## src/rtl/q_serial_tx_if.sv

```systemverilog
// Byte write channel into q_serial_tx.
//   din       : byte to enqueue (upstream Q)
//   din_valid : din presented this cycle
//   din_ready : sink can accept this cycle
interface q_serial_tx_if;
  logic [7:0] din;
  logic       din_valid;
  logic       din_ready;

  modport master (output din, output din_valid, input din_ready);
  modport slave  (input din, input din_valid, output din_ready);
endinterface

```

## src/rtl/q_serial_tx.sv

```systemverilog
// q_serial_tx: buffers bytes in a small FIFO and sends each one as an
// asynchronous serial frame (start bit, 8 data bits LSB first, stop bit).
//   clk, rst : rising-edge clock, asynchronous active-high reset
//   bus      : din / din_valid / din_ready write channel (slave side)
//   tx       : registered serial line, idles high
//   busy     : serializer is sending a frame
//   count    : FIFO occupancy
//   overflow : sticky, a byte was offered while the FIFO was full
module q_serial_tx #(
  parameter int unsigned DEPTH      = 4,
  parameter int unsigned BIT_CYCLES = 4,
  localparam int unsigned PW        = $clog2(DEPTH)
) (
  input  logic          clk,
  input  logic          rst,
  q_serial_tx_if.slave  bus,
  output logic          tx,
  output logic          busy,
  output logic [PW:0]   count,
  output logic          overflow
);

  localparam int unsigned CW = (BIT_CYCLES > 1) ? $clog2(BIT_CYCLES) : 1;

  typedef enum logic [1:0] {IDLE, START, DATA, STOP} state_t;

  state_t        state, state_nxt;
  logic [7:0]    mem [DEPTH];
  logic [PW-1:0] wptr, rptr;
  logic [7:0]    shreg, shreg_nxt;
  logic [CW-1:0] cyc;
  logic [2:0]    bit_idx;
  logic          cyc_last, fifo_nempty, push, pop, tx_nxt;

  // Ready looks only at registered occupancy; a same-cycle pop does not help.
  assign bus.din_ready = (count < (PW+1)'(DEPTH));
  assign push          = bus.din_valid && bus.din_ready;
  assign fifo_nempty   = (count != '0);
  assign cyc_last      = (cyc == CW'(BIT_CYCLES - 1));

  // State register
  always_ff @(posedge clk or posedge rst) begin
    if (rst) begin
      state <= IDLE;
      busy  <= 1'b0;
    end else begin
      state <= state_nxt;
      busy  <= (state_nxt != IDLE);
    end
  end

  // Next-state logic
  always_comb begin
    state_nxt = state;
    case (state)
      IDLE:    if (fifo_nempty) state_nxt = START;
      START:   if (cyc_last) state_nxt = DATA;
      DATA:    if (cyc_last && (bit_idx == 3'd7)) state_nxt = STOP;
      STOP:    if (cyc_last) state_nxt = fifo_nempty ? START : IDLE;
      default: state_nxt = IDLE;
    endcase
  end

  // Output logic: pop decision, shifter update and next line level
  always_comb begin
    pop       = 1'b0;
    shreg_nxt = shreg;
    tx_nxt    = 1'b1;
    case (state)
      IDLE:    pop = fifo_nempty;
      DATA:    if (cyc_last) shreg_nxt = {1'b0, shreg[7:1]};
      STOP:    pop = cyc_last && fifo_nempty;
      default: ;
    endcase
    if (pop) shreg_nxt = mem[rptr];
    // tx is registered, so it is driven from the state being entered.
    case (state_nxt)
      START:   tx_nxt = 1'b0;
      DATA:    tx_nxt = shreg_nxt[0];
      default: tx_nxt = 1'b1;
    endcase
  end

  // FIFO storage (no reset needed; occupancy guards reads)
  always_ff @(posedge clk) begin
    if (push) mem[wptr] <= bus.din;
  end

  // Pointers, occupancy, bit timing and line register
  always_ff @(posedge clk or posedge rst) begin
    if (rst) begin
      wptr     <= '0;
      rptr     <= '0;
      count    <= '0;
      overflow <= 1'b0;
      shreg    <= '0;
      cyc      <= '0;
      bit_idx  <= '0;
      tx       <= 1'b1;
    end else begin
      if (push) wptr <= wptr + PW'(1);
      if (pop)  rptr <= rptr + PW'(1);
      count    <= count + (PW+1)'(push) - (PW+1)'(pop);
      overflow <= overflow | (bus.din_valid && !bus.din_ready);
      shreg    <= shreg_nxt;
      tx       <= tx_nxt;
      if (state == IDLE) cyc <= '0;
      else               cyc <= cyc_last ? '0 : cyc + CW'(1);
      if ((state == DATA) && cyc_last) bit_idx <= bit_idx + 3'd1;
    end
  end

endmodule

```

## src/flat_wrapper.sv

```systemverilog
// flat-port wrapper written by rule: the top's interface ports become plain ports
module q_serial_tx_flat 
#(
  parameter int unsigned DEPTH      = 4,
  parameter int unsigned BIT_CYCLES = 4,
  localparam int unsigned PW        = $clog2(DEPTH)
)
  (clk, rst, tx, busy, count, overflow, bus_din, bus_din_valid, bus_din_ready);
  q_serial_tx_if bus_i ();
  input  logic clk;
  input  logic rst;
  output logic tx;
  output logic busy;
  output logic [PW:0] count;
  output logic overflow;
  input wire logic [$bits(bus_i.din)-1:0] bus_din;
  input wire logic [$bits(bus_i.din_valid)-1:0] bus_din_valid;
  output wire logic [$bits(bus_i.din_ready)-1:0] bus_din_ready;
  assign bus_i.din = bus_din;
  assign bus_i.din_valid = bus_din_valid;
  assign bus_din_ready = bus_i.din_ready;
  q_serial_tx #(.DEPTH(DEPTH), .BIT_CYCLES(BIT_CYCLES)) u_core (.clk(clk), .rst(rst), .bus(bus_i), .tx(tx), .busy(busy), .count(count), .overflow(overflow));
endmodule
```

## config.mk

```make
export PLATFORM = sky130hd
export DESIGN_NAME = q_serial_tx_flat
export DESIGN_NICKNAME = d
export VERILOG_FILES = /design/src/rtl/q_serial_tx_if.sv /design/src/rtl/q_serial_tx.sv /design/src/flat_wrapper.sv
export SDC_FILE = /design/constraint.sdc
export NUM_CORES = 1
export LEC_CHECK = 0
export CAP_MARGIN = 20
export CORE_MARGIN = 4
export CORE_UTILIZATION = 50
export DETAILED_ROUTE_END_ITERATION = 8
export GPL_TIMING_DRIVEN = 1
export HOLD_SLACK_MARGIN = 0.1
export PLACE_DENSITY = 0.67
export SYNTH_ARGS = -nofsm -noshare
export SYNTH_HDL_FRONTEND = slang
export SYNTH_SLANG_ARGS = --single-unit
export TNS_END_PERCENT = 50
```

## constraint.sdc

```tcl
create_clock -name clk -period 3.65 [get_ports clk]
set_input_delay 0.365 -clock clk [delete_from_list [all_inputs] [get_ports clk]]
set_output_delay 0.365 -clock clk [all_outputs]
set_load 0.03 [all_outputs]
```

==> results.cfg, run 1 <==
[drt]
drt-initial-drc-count = 53
drc = 0
vias = 1271
routed_wl_um = 3730
ant_nets = 0
first_pass_iters = 4
viasPerCell = 5.00
wl_per_cell_um = 14.7

[floorplan]
die_h_um = 78.6
start_util_pct = 52.0
die-area_sq_um = 6170
core_area_sq_um = 4790
dieWidth_um = 78.6
row_count = 25
io_pins = 18

[worst_setup_path]
cp-end-kind = register
cp_top_family = adder cells
critPathKind = register to register
max_stage_delay_ns = 0.54
cp-start-kind = register
path_max_fanout = 18
path_cells = inv_1 > ha_1 > nor3_4 > ha_1 > inv_1 > ha_1 > fa_1 > xnor2_1 > xnor2_1
cp_common_cell = ha_1
cp.arrival_ns = 2.85
required_ns = 3.91
critPathBufInv = 2
cp_slowest_cell = nor3_4

[power_and_ir_drop]
leakage_nw = 1.21
p_per_area_nw_per_um2 = 845
ir_worst_vdd_mv = 0.422

[synth]
synth_common_cells = 32 x edfxtp_1, 24 x dfrtp_1, 15 x nand2_1, 14 x ha_1, 12 x inv_1
ys.flop_type = edfxtp_1
syn_area_sq_um = 2490
synthArstFlopShare_pct = 43.9
yosysWarningCount = 0
synth-seq-area-share_pct = 63.8
synth_top_cell_area_share_pct = 38.6
yosysTopAreaCell = edfxtp_1
syn-mean-instance-area_sq_um = 15.8
synthCells = 158
synth_cell_types = 31
synthTopCellsByArea = edfxtp_1 39%, dfrtp_1 24%, mux4_1 7.4%
synth_edf_count = 32
yosysMostFrequentCell = edfxtp_1
syn_nets = 184
synth_seq_cells = 57

[place]
port_buffers = 17
dp_slack_ns = 1.03
place_inst = 237
place_hpwl_um = 2520
routabilityCongestion = 0.712

[sta]
period_needed_ns = 2.59
maxSlewHeadroom_pct = 60.0
hold_viol = 0
rsz0062_at_grt = false
worst_pin_slew_ns = 0.599
setup_ws_ns = 1.06
finalSetupViolations = 0
setup-tns-final_ns = 0
skew_ns = 0.00745
whs_ns = 0.238
slew_viol_final = 0
fmax_mhz = 385
period_share_pct = 71.1

[global_routing]
antenna_found_initial = 0
grt_max_degree = 26
grt_pass1_wl_um = 6530
grt_pass1_vias = 1373
grt_overflow = 0
grt_usage_pct = 14.6

[min_path]
hp-class = input port to async pin

[layout]
area_growth_pct = 18.8
final_core_util_pct = 61.8
diodes = 0
layout.cells.non_filler = 254
fill_cells = 360
drive_gt1_share_pct = 13.9
nets = 208

[run]
max_cap_violations = 0

[cts]
cts_made_buffers = 9
htreeDepth = 3
post_cts_resized = 0
insertion_delay_ns = 0.33
cts_tree = built
clk_pin_slew_ns = 0.07
cts.sinks = 57
cts_hold_buf = 0
cts_buffer_depth = 2
clock-root-buffer = clkbuf_8
cts_setup_buffers = 0

[status]
status = finished clean
==> worst paths after layout <==
check	from	to	slack (ns)	cells after the start
worst max-delay path	u_core.state[0]$_DFF_PP0_	u_core.count[2]$_DFF_PP0_	1.06	9
worst min-delay path	rst	u_core.wptr[1]$_DFFE_PP0P_	0.24	2
worst max register to register	u_core.state[0]$_DFF_PP0_	u_core.count[2]$_DFF_PP0_	1.06	9
worst min register to register	u_core.overflow$_DFF_PP0_	u_core.overflow$_DFF_PP0_	0.46	1
max in group asynchronous	rst	u_core.tx$_DFF_PP1_	2.97	3
min in group clk	u_core.overflow$_DFF_PP0_	u_core.overflow$_DFF_PP0_	0.46	1
==> layout make-up <==
| cell class | instances | area [sq um] | share of cell area, % |
|---|---|---|---|
| Clock inverter | 7 | 95.1 | 3.22 |
| Clock buffer | 9 | 124 | 4.19 |
| Inverter | 12 | 45.0 | 1.52 |
| Sequential cell | 57 | 1590 | 53.7 |
| Multi-Input combinational cell | 84 | 823 | 27.8 |
| Tap cell | 67 | 83.8 | 2.84 |
| Timing Repair Buffer | 18 | 198 | 6.69 |
==> registers in the layout (all words and copies together), names as in the netlist <==
| signal | cells |
|---|---|
| u_core.tx | 1 |
| u_core.overflow | 1 |
| u_core.bit_idx | 3 |
| u_core.mem | 32 |
| u_core.cyc | 2 |
| u_core.state | 2 |
| u_core.rptr | 2 |
| u_core.shreg | 8 |
| u_core.busy | 1 |
| u_core.wptr | 2 |
| u_core.count | 3 |
==> cells in the final DEF, fill, tap and decap left out <==
cell type / Yosys / layout
nand2_1: 15 / 15
clkdlybuf4s50_1: 0 / 17
fa_1: 1 / 1
and2_1: 4 / 4
o32ai_1: 1 / 1
nor2_2: 1 / 1
mux4_1: 7 / 7
a21oi_1: 3 / 3
o21ai_0: 8 / 8
nor3_1: 1 / 1
clkinv_1: 0 / 1
dfstp_2: 1 / 1
clkinv_4: 0 / 1
o31a_1: 1 / 1
nor2_1: 1 / 1
xor2_1: 1 / 1
mux4_2: 1 / 1
dfrtp_1: 24 / 24
a22o_2: 1 / 1
o22ai_1: 1 / 1
clkbuf_8: 0 / 9
mux2i_1: 7 / 7
edfxtp_1: 32 / 32
a21o_1: 1 / 1
buf_16: 0 / 1
nor3_4: 2 / 2
inv_1: 12 / 12
mux2_4: 1 / 1
mux2_2: 3 / 3
clkinvlp_4: 0 / 3
xnor2_1: 5 / 5
nor2b_1: 4 / 4
ha_1: 14 / 14
bufinv_16: 0 / 2
==> logic make-up (layout without fill, tap and decap cells) <==
group | Yosys count | count (layout) | synth area share, %
mux | 19 | 19 | 13.1
xor+xnor | 6 | 6 | 2.11
buf+inv | 17 | 46 | 3.12
simple gates | 28 | 28 | 6.18
flops | 57 | 57 | 63.8
compound gates | 16 | 16 | 3.87
fa+ha+maj | 15 | 15 | 7.84
==> routing by layer <==
metal  global-route usage [%]  vias to the layer above  routed length, um
li1                         -                      619                  -
met1                     15.8                      623               1600
met2                     24.2                       20               1910
met3                     6.19                        9                138
met4                     7.87                        0                 83
met5                        0                        -                  0
==> metrics by stage <==
| stage | instance area, sq um | power, W |
|---|---|---|
| global placement | 2710 | 0.00183 |
| finish | 2960 | 0.00250 |
| floorplan | 2490 | 0.00166 |
| global route | 2960 | 0.00268 |
| CTS | 2930 | 0.00252 |
| detailed placement | 2710 | 0.00188 |
==> where the power goes <==
part | internal (W) | leakage (nW) | switching [W]
registers | 0.000880 | 0.591 | 0.000139
logic | 0.000402 | 0.523 | 0.000441
clock network | 0.000382 | 0.0991 | 0.000254
total | 0.00166 | 1.21 | 0.000834
No activity file was read; power rests on OpenSTA's default activity.
==> run 2: changes to the inputs <==
Settings changed: PLACE_DENSITY 0.67 to 0.69.
Clock period 3.65 ns to 2.2 ns, I/O delays scaled along.
==> results.cfg, run 2 (synthesized netlist as in run 1, its figures left out) <==
[cts]
cts_tree = built
cts_buffer_depth = 2
cts.sinks = 57
insertion_delay_ns = 0.33
cts_made_buffers = 9
clock-root-buffer = clkbuf_8
clk_pin_slew_ns = 0.07
htreeDepth = 3

[drt]
drt-initial-drc-count = 19
wl_per_cell_um = 14.7
vias = 1336
routed_wl_um = 3880
drc = 0
viasPerCell = 5.08
first_pass_iters = 5
ant_nets = 0

[worst_setup_path]
cp-start-kind = register
path_max_fanout = 4
max_stage_delay_ns = 0.42
required_ns = 2.41
cp_slowest_cell = dfrtp_2
cp-end-kind = register
cp_top_family = adder cells
critPathBufInv = 2
critPathKind = register to register
path_cells = inv_2 > ha_4 > a21oi_4 > nor3_4 > ha_1 > inv_1 > ha_2 > fa_2 > xnor2_2 > xnor2_1
cp.arrival_ns = 2.30

[sta]
fmax_mhz = 478
hold_viol = 0
maxSlewHeadroom_pct = 65.9
whs_ns = 0.254
worst_pin_slew_ns = 0.512
rsz0062_at_grt = true
setup-tns-final_ns = 0
period_share_pct = 95.2
skew_ns = 0.00919
slew_viol_final = 0
period_needed_ns = 2.09
finalSetupViolations = 0

[power_and_ir_drop]
finalPower_w = 0.00415
p_per_area_nw_per_um2 = 1370
switchingPower_w = 0.00145
p_sw_share_pct = 34.9
ir_worst_vdd_mv = 0.650
pwr-share-seq_pct = 41.3
leakage_nw = 1.23
p_comb_share_pct = 38.9
power.internal_w = 0.00271
clkPwrFrac_pct = 19.8

[layout]
final_cell_mix = 32 x edfxtp_1, 20 x dfrtp_1, 17 x clkdlybuf4s50_1
final_common_cell = edfxtp_1
largest_register = u_core.mem
nets = 217
largest_register_ffs = 32
reg_top3 = u_core.mem (32), u_core.shreg (8)
area_growth_pct = 21.5
layout.cells.non_filler = 263
diodes = 0
final_core_util_pct = 63.2
drive_gt1_share_pct = 25.0

[global_routing]
grt_pass1_wl_um = 6470
grt_overflow = 0
grt_usage_pct = 14.3
antenna_found_initial = 0
grt_pass1_vias = 1374
grt_max_degree = 26

[place]
routabilityCongestion = 0.687
place_inst = 241
port_buffers = 17
place_hpwl_um = 2680

[floorplan]
row_count = 25
core_area_sq_um = 4790
start_util_pct = 52.0
die_h_um = 78.6
io_pins = 18
dieWidth_um = 78.6
die-area_sq_um = 6170

[status]
status = finished clean

[run]
max_cap_violations = 0

[min_path]
hp-class = input port to async pin
==> run 2: final cells by class <==
type | count | area (sq um)
clock buffer | 9 | 124
clock inverter | 7 | 47.5
fill | 363 | 1760
inverter | 12 | 45.0
multi-input combinational | 84 | 885
sequential | 57 | 1590
tap | 67 | 83.8
timing repair buffer | 27 | 245
==> run 2: what timing repair did <==
action / 4_1_cts / 5_1_grt
resized for setup: 0 / 7
hold buffers: 0 / 0
buffers inserted: 0 / 6
endpoints found under the setup margin: 0 / 1
==> run 2: metal layers <==
metal | routed length (um) | GRT usage (%) | part of all wire (%) | vias to the layer above
met5 | 0 | 0 | 0 | -
met4 | 54 | 7.34 | 1.4 | 0
met3 | 118 | 5.16 | 3.0 | 4
met2 | 2020 | 23.8 | 52 | 20
met1 | 1690 | 16.1 | 43 | 674
li1 | - | - | - | 638
==> run 2: tightest hold or removal path, cell delays in order <==
cell and delay, ns:
clkdlybuf4s50_1 0.40, inv_1 0.05, buf_4 0.30
==> run 2: through the flow <==
step / worst slack [ns] / instance area, sq um
finish: 0.106 / 3020
floorplan: -0.0139 / 2520
CTS: 0.0316 / 2940
global placement: 0.135 / 2770
global route: -0.0189 / 3020
detailed placement: 0.0602 / 2770
==> run 2: power by group through the flow <==
stage / combinational [W] / sequential [W] / clock, W
2_1_floorplan: 0.00112 / 0.00171 / 0
5_1_grt: 0.00180 / 0.00176 / 0.000897
4_1_cts: 0.00151 / 0.00170 / 0.000837
6_report: 0.00162 / 0.00172 / 0.000822
3_3_place_gp: 0.00140 / 0.00170 / 0
3_5_place_dp: 0.00150 / 0.00173 / 0
==> run 2: path summary, 6_finish.rpt <==
check                      slack [ns]  cells past startpoint                 startpoint                         end
setup / recovery                 0.11                     10  u_core.state[0]$_DFF_PP0_   u_core.count[2]$_DFF_PP0_
hold / removal                   0.25                      3                        rst  u_core.rptr[1]$_DFFE_PP0P_
setup reg to reg                 0.11                     10  u_core.state[0]$_DFF_PP0_   u_core.count[2]$_DFF_PP0_
hold reg to reg                  0.46                      1  u_core.overflow$_DFF_PP0_   u_core.overflow$_DFF_PP0_
max in group asynchronous        1.65                      3                        rst         u_core.tx$_DFF_PP1_
min in group clk                 0.46                      1  u_core.overflow$_DFF_PP0_   u_core.overflow$_DFF_PP0_
